**src/rtl/uart_pkg.sv**
```systemverilog
// uart_pkg: shared UART definitions.
//   tx_states_t    : transmitter FSM encoding
//   MaxDataLength  : widest supported data word (parity helper input width)
//   cycles_per_bit : system clock cycles per line bit (integer division)
//   parity_bit     : even/odd parity of a data word (zero-extended to MaxDataLength)
package uart_pkg;

    typedef enum logic [2:0] {
        IDLE   = 3'd0,
        START  = 3'd1,
        DATA   = 3'd2,
        PARITY = 3'd3,
        STOP   = 3'd4
    } tx_states_t;

    localparam int MaxDataLength = 9;

    function automatic int cycles_per_bit(input int freq, input int baud);
        return freq / baud;
    endfunction

    // Zero-extension of narrower words does not change the XOR reduction.
    function automatic logic parity_bit(input logic [MaxDataLength-1:0] data, input logic even);
        logic result;
        if (even) begin
            result = ^data;
        end else begin
            result = ~^data;
        end
        return result;
    endfunction

endpackage

```
**src/rtl/uart_baud_counter.sv**
```systemverilog
// uart_baud_counter: counts system clock cycles within one line bit.
//   i_clk      : system clock
//   i_rst      : asynchronous, active-high reset
//   i_clear    : synchronous clear of the cycle counter
//   o_bit_tick : high on the last cycle of each bit (counter == CyclesPerBit-1)
module uart_baud_counter #(
    parameter int CyclesPerBit = 434
) (
    input  logic i_clk,
    input  logic i_rst,
    input  logic i_clear,
    output logic o_bit_tick
);

    localparam int CntW = (CyclesPerBit > 1) ? $clog2(CyclesPerBit) : 1;
    localparam logic [CntW-1:0] LastCnt = CntW'(CyclesPerBit - 1);

    logic [CntW-1:0] r_cnt;

    assign o_bit_tick = (r_cnt == LastCnt);

    // Cycle counter: wraps to zero after the last cycle of a bit or on clear.
    always_ff @(posedge i_clk or posedge i_rst) begin
        if (i_rst) begin
            r_cnt <= {CntW{1'b0}};
        end else if (i_clear || o_bit_tick) begin
            r_cnt <= {CntW{1'b0}};
        end else begin
            r_cnt <= r_cnt + CntW'(1);
        end
    end

endmodule

```
**src/rtl/uart_tx.sv**
```systemverilog
// uart_tx: UART transmitter fed by a first-word-fall-through TX FIFO.
// Frame: start bit (0), DataLength data bits LSB first, optional parity, stop (1).
// Build option: define UART_TX_TWO_STOP_EN for a two-bit stop period.
//   i_clk             : system clock (single domain)
//   i_rst             : asynchronous, active-high reset (aborts any frame)
//   i_tx_data         : FIFO head word, valid while i_tx_fifo_empty=0
//   i_tx_fifo_empty   : FIFO empty flag
//   o_tx_fifo_read_en : one-cycle pop strobe; head word captured on that edge
//   o_tx              : registered serial line, idle high
//   o_tx_busy         : high from frame start until the end of the last stop bit
//   o_tx_done         : one-cycle pulse on the final cycle of each stop period
module uart_tx
    import uart_pkg::*;
#(
    parameter int   DataLength      = 8,
    parameter int   SystemClockFreq = 50_000_000,
    parameter int   BaudRate        = 115200,
    parameter logic Parity          = 1'b0,
    parameter logic ParityEven      = 1'b0
) (
    input  logic                  i_clk,
    input  logic                  i_rst,
    input  logic [DataLength-1:0] i_tx_data,
    input  logic                  i_tx_fifo_empty,
    output logic                  o_tx_fifo_read_en,
    output logic                  o_tx,
    output logic                  o_tx_busy,
    output logic                  o_tx_done
);

    localparam int CyclesPerBit = cycles_per_bit(SystemClockFreq, BaudRate);
    localparam int BitCntW      = $clog2(DataLength);
    localparam logic [BitCntW-1:0] LastBit = BitCntW'(DataLength - 1);

    tx_states_t              r_state;
    tx_states_t              w_next_state;
    logic [DataLength-1:0]   r_shift;
    logic [DataLength-1:0]   w_shift_next;
    logic [BitCntW-1:0]      r_bit_cnt;
    logic [BitCntW-1:0]      w_bit_cnt_next;
    logic                    r_parity;
    logic                    r_tx;
    logic                    w_tx_next;
    logic                    w_bit_tick;
    logic                    w_stop_last;
    logic                    w_stop_tick;
    logic                    w_pop;
    logic                    w_clear;

    // Counter is held at zero while idle and restarted on every pop so the
    // start bit gets a full bit period.
    assign w_clear = w_pop || (r_state == IDLE);

    uart_baud_counter #(
        .CyclesPerBit (CyclesPerBit)
    ) u_baud_counter (
        .i_clk      (i_clk),
        .i_rst      (i_rst),
        .i_clear    (w_clear),
        .o_bit_tick (w_bit_tick)
    );

`ifdef UART_TX_TWO_STOP_EN
    logic r_stop_cnt;

    // Stop-bit counter: 0 during the first stop bit, 1 during the second.
    always_ff @(posedge i_clk or posedge i_rst) begin
        if (i_rst) begin
            r_stop_cnt <= 1'b0;
        end else if (w_pop) begin
            r_stop_cnt <= 1'b0;
        end else if ((r_state == STOP) && w_bit_tick) begin
            r_stop_cnt <= ~r_stop_cnt;
        end else begin
            r_stop_cnt <= r_stop_cnt;
        end
    end

    assign w_stop_last = r_stop_cnt;
`else
    assign w_stop_last = 1'b1;
`endif

    // Final cycle of the stop period: done, optional back-to-back pop, exit.
    assign w_stop_tick = (r_state == STOP) && w_bit_tick && w_stop_last;

    // Pop gated by reset so nothing is consumed while the block is held in reset.
    assign w_pop = !i_rst && !i_tx_fifo_empty && ((r_state == IDLE) || w_stop_tick);

    assign o_tx_fifo_read_en = w_pop;
    assign o_tx_done         = w_stop_tick;
    assign o_tx_busy         = (r_state != IDLE);
    assign o_tx              = r_tx;

    // Next-state, shift register, bit counter and next line value.
    always_comb begin
        w_next_state   = r_state;
        w_shift_next   = r_shift;
        w_bit_cnt_next = r_bit_cnt;
        w_tx_next      = r_tx;
        case (r_state)
            IDLE: begin
                w_tx_next = 1'b1;
            end
            START: begin
                if (w_bit_tick) begin
                    w_next_state   = DATA;
                    w_bit_cnt_next = {BitCntW{1'b0}};
                    w_tx_next      = r_shift[0];
                end else begin
                    w_next_state = START;
                end
            end
            DATA: begin
                if (w_bit_tick) begin
                    // Bit 0 of the post-shift word is the next line value.
                    w_shift_next = {1'b0, r_shift[DataLength-1:1]};
                    if (r_bit_cnt == LastBit) begin
                        w_next_state = Parity ? PARITY : STOP;
                        w_tx_next    = Parity ? r_parity : 1'b1;
                    end else begin
                        w_bit_cnt_next = r_bit_cnt + BitCntW'(1);
                        w_tx_next      = r_shift[1];
                    end
                end else begin
                    w_next_state = DATA;
                end
            end
            PARITY: begin
                if (w_bit_tick) begin
                    w_next_state = STOP;
                    w_tx_next    = 1'b1;
                end else begin
                    w_next_state = PARITY;
                end
            end
            STOP: begin
                if (w_stop_tick) begin
                    w_next_state = IDLE;
                end else begin
                    w_next_state = STOP;
                end
                w_tx_next = 1'b1;
            end
            default: begin
                w_next_state = IDLE;
                w_tx_next    = 1'b1;
            end
        endcase
        // A pop overrides: capture the head word and start the frame on this edge.
        if (w_pop) begin
            w_next_state   = START;
            w_shift_next   = i_tx_data;
            w_bit_cnt_next = {BitCntW{1'b0}};
            w_tx_next      = 1'b0;
        end else begin
            w_next_state = w_next_state;
        end
    end

    // Frame state registers; reset returns the line high immediately.
    always_ff @(posedge i_clk or posedge i_rst) begin
        if (i_rst) begin
            r_state   <= IDLE;
            r_shift   <= {DataLength{1'b0}};
            r_bit_cnt <= {BitCntW{1'b0}};
            r_parity  <= 1'b0;
            r_tx      <= 1'b1;
        end else begin
            r_state   <= w_next_state;
            r_shift   <= w_shift_next;
            r_bit_cnt <= w_bit_cnt_next;
            r_tx      <= w_tx_next;
            if (w_pop) begin
                r_parity <= parity_bit(MaxDataLength'(i_tx_data), ParityEven);
            end else begin
                r_parity <= r_parity;
            end
        end
    end

endmodule

```
**config.mk**
```make
export PLATFORM = sky130hd
export DESIGN_NAME = uart_tx
export DESIGN_NICKNAME = d
export VERILOG_FILES = /design/src/rtl/uart_pkg.sv /design/src/rtl/uart_baud_counter.sv /design/src/rtl/uart_tx.sv
export SDC_FILE = /design/constraint.sdc
export NUM_CORES = 1
export LEC_CHECK = 0
export ABC_CLOCK_PERIOD_IN_PS = 5300
export BUFFER_PORTS_ARGS = -buffer_cell sky130_fd_sc_hd__buf_2
export CAP_MARGIN = 20
export CORE_ASPECT_RATIO = 0.9
export CORE_MARGIN = 2
export CORE_UTILIZATION = 60
export DETAILED_ROUTE_END_ITERATION = 6
export PLACE_DENSITY_LB_ADDON = 0.3
export SLEW_MARGIN = 20
export SYNTH_ARGS = -nofsm -noshare
export SYNTH_HDL_FRONTEND = slang
export SYNTH_SLANG_ARGS = --single-unit
```
**constraint.sdc**
```tcl
create_clock -name i_clk -period 5.3 [get_ports i_clk]
set_input_delay 1.06 -clock i_clk [delete_from_list [all_inputs] [get_ports i_clk]]
set_output_delay 1.06 -clock i_clk [all_outputs]
set_load 0.01 [all_outputs]
```
==> summary.md <==
| Metric | Value |
|---|---|
| Slew Limit Fails | 0 |
| Vias per cell | 5.96 |
| Placed Cells | 166 |
| Worst EP arrival | 2.51 ns |
| Crit path top cell by count | inv_1 |
| Syn nets | 145 |
| Pwr/cell area | 203 mW/mm^2 |
| Height of the die | approximately 48 microns |
| Reg2reg setup slack | 2.89 ns |
| CTS Buf Count | 3 |
| Worst r2r src | u_baud_counter.r_cnt[1] |
| Total clock sinks | 24 |
| Area grow syn2layout | 8.02% |
| Hold Crit Start | r_bit_cnt[2] |
| Setup TNS | 0 ns |
| Initial Util | 61.8% |
| Core Area | 0.00212 sq mm |
| Row cnt | 16 |
| Filler Cell Count | around 180 |
| Final std cells w/o fill | 170 |
| Wire length per cell | 14.5 microns |
| Final core occ | roughly two thirds |
| Crit-path slowest cell | or4_1 |
| Final worst slack | 1.73 ns |
| Slew HR | about two fifths |
| Most frequent cells in the layout | 23 x dfrtp_1, 21 x nor2_1, 14 x buf_2, 8 x mux2i_1, 7 x nor2b_1 |
| Sequential-to-total area share from yosys stat | 45.9% |
| Antenna diodes | 0 |
| Place WS | ~2.0 ns |
| First-pass GRT wire length | 4.39 mm |
| CP startpoint kind | flop |
| Setup Buffers After CTS | 0 |
| Endpoint type of the worst setup path | output port |
| End of the worst hold path | r_bit_cnt[2] |
| Die outline area | 0.00258 sq mm |
| Initial antenna violation count | 0 |
| Synth Instances | 130 |
| Peak VDD IR | 116 uV |
| Count of flip-flops with a built-in enable after synthesis | 0 |
| Vias in the first global route | 1,003 |
| Final net count | between 150 and 200 |
| Total gr overflow | 0 |
| First drt pass iteration count | 4 |
| Port Buffer Count | 14 |
| Final HPWL DP | approximately 1.8 mm |
| Clk slew on worst S/H paths | 0.13 ns |
| Async SR Flop Fraction | 100% |
| Share of cells above drive strength 1 | a little under a fifth |
| Clock tree buffer depth | 2 |
| Most common cell after layout, fill and taps aside | dfrtp_1 |
| Setup violations, final | 0 |
| Critical Setup Path Class | flop to output port |
| Final ANT Viol Nets | 0 |
| Unique masters post-synth | 36 |
| RSZ-0062 raised after global routing | false |
| R2R depth | 6 |
| Post-Route WL | 2.46 mm |
| Minimum clock period | 3.57 ns |
| Clk_lat worst skew | 0.31 ns |
| Die width | 53.3 microns |
| I/O pins | 15 |
| Min-Delay Path Class | flop to flop |
| Cts repair resizes | 0 |
| Reg2reg end | r_shift[0] |
| Multi-input logic area | 656 sq um |
| CTS tree | yes |
| Worst path cell trace | inv_1, ha_1, nand4b_1, or4_1, a21o_1, inv_1, buf_2 |
| Worst Path Required | 4.24 ns |
| H-tree levels | 1 |
| Worst slew pin tran | 0.906 ns |
| Tot GR Track Use | 22.3% |
| Starting DRT DRC Count | 15 |
| Avg Inst Size Synth | 10.1 sq um |
| Sequential cell area | roughly 600 sq um |
| CTS Root Cell | clkbuf_4 |
| Fmax | 280 MHz |
| Hold Crit Depth | 1 |
| Status | complete, no violations |
| Fin. Hold Viols | 0 |
| Top FF cell, synth | dfrtp_1 |
| Final period util | 67.4% |
| Largest net degree at the start of global routing | 25 |
| Cts hold-fix bufs | 0 |
| Gpl congestion | 0.772 |
| DRC Markers | 0 |
| Final Skew | 0.0108 ns |
| Crit Path Max Fanout | 18 |
| #FFs+latches synth | 24 |
| Syn Std Cell Area | roughly 0.0013 sq mm |
| Max Cap Violations | 0 |
| P_leak | 0.741 nW |
| Worst path max stage delay | between 0.7 and 0.8 ns |
| Vias | 1,013 |
| Worst hold slack | 0.533 ns |
| Warnings from Yosys | 0 |
[kinds of logic (layout without fill, tap and decap cells)]
family                   count (synthesis)  count (layout)  share of synthesized area [%]
adder cells (fa/ha/maj)                  4               4                           3.82
AO/OA/AOI/OAI                           23              23                           14.2
buffers and inverters                   10              23                           4.10
multiplexers                             8               8                           6.11
AND/OR/NAND/NOR                         54              54                           21.2
flip-flops                              24              24                           45.9
XOR/XNOR                                 7               7                           4.68
[worst max-delay path: cells and delay by family, from the launching register on]
kind                     cells  cell delay (ns)
AO/OA/AOI/OAI                1             0.45
AND/OR/NAND/NOR              2             0.90
buffers and inverters        3             0.30
adder cells (fa/ha/maj)      1             0.13
flip-flops                   1             0.43
[flip-flops by register name, summed over array words and instances (netlist names)]
signal                flops
r_bit_cnt                 3
u_baud_counter.r_cnt      9
o_tx                      1
r_shift                   8
r_state                   3
[where the power goes]
group          total [mW]  internal (mW)  switching (mW)  leakage [nW]
clock network      0.0963         0.0419          0.0545        0.0210
logic             0.00785        0.00283         0.00501         0.413
registers           0.184          0.183        0.000141         0.308
total               0.288          0.228          0.0596         0.741
[stage by stage]
stage	instance area (sq um)	total power [mW]
2_1_floorplan	1310	0.190
3_3_place_gp	1380	0.195
3_5_place_dp	1380	0.195
4_1_cts	1420	0.289
5_1_grt	1420	0.296
6_report	1420	0.288
[metal layers]
| metal | GRT usage, % | part of all wire, % |
|---|---|---|
| met5 | 0 | 0 |
| met4 | 7.69 | 1.2 |
| met3 | 3.40 | 3.5 |
| met2 | 31.9 | 47 |
| met1 | 34.1 | 49 |
[Yosys cell counts, types with 4 or more instances]
library cell	number	area, sq um
nor2b_1	7	43.8
o21ai_0	4	20.0
inv_1	5	18.8
ha_1	4	50.1
mux2i_1	8	80.1
nor2_1	21	78.8
dfrtp_1	23	576
nand3_1	5	25.0
xnor2_1	5	43.8
o221a_1	5	56.3
[cell type report]
type	count	share of cell area (%)
inverter	5	1.33
multi-input combinational	96	46.3
sequential	24	42.5
tap	27	2.39
clock buffer	4	2.56
timing repair buffer	14	4.95
[worst max path at each step]
stage | start | to | slack, ns | depth (start not counted)
global placement | i_tx_fifo_empty | o_tx_fifo_read_en | 2.02 | 5
CTS | u_baud_counter.r_cnt[1] | o_tx_fifo_read_en | 1.74 | 7
global route | u_baud_counter.r_cnt[1] | o_tx_fifo_read_en | 1.58 | 7
finish | u_baud_counter.r_cnt[1] | o_tx_fifo_read_en | 1.73 | 7
floorplan | i_tx_fifo_empty | o_tx_fifo_read_en | 2.24 | 4
detailed placement | i_tx_fifo_empty | o_tx_fifo_read_en | 1.99 | 5
No activity file was read; power rests on OpenSTA's default activity.
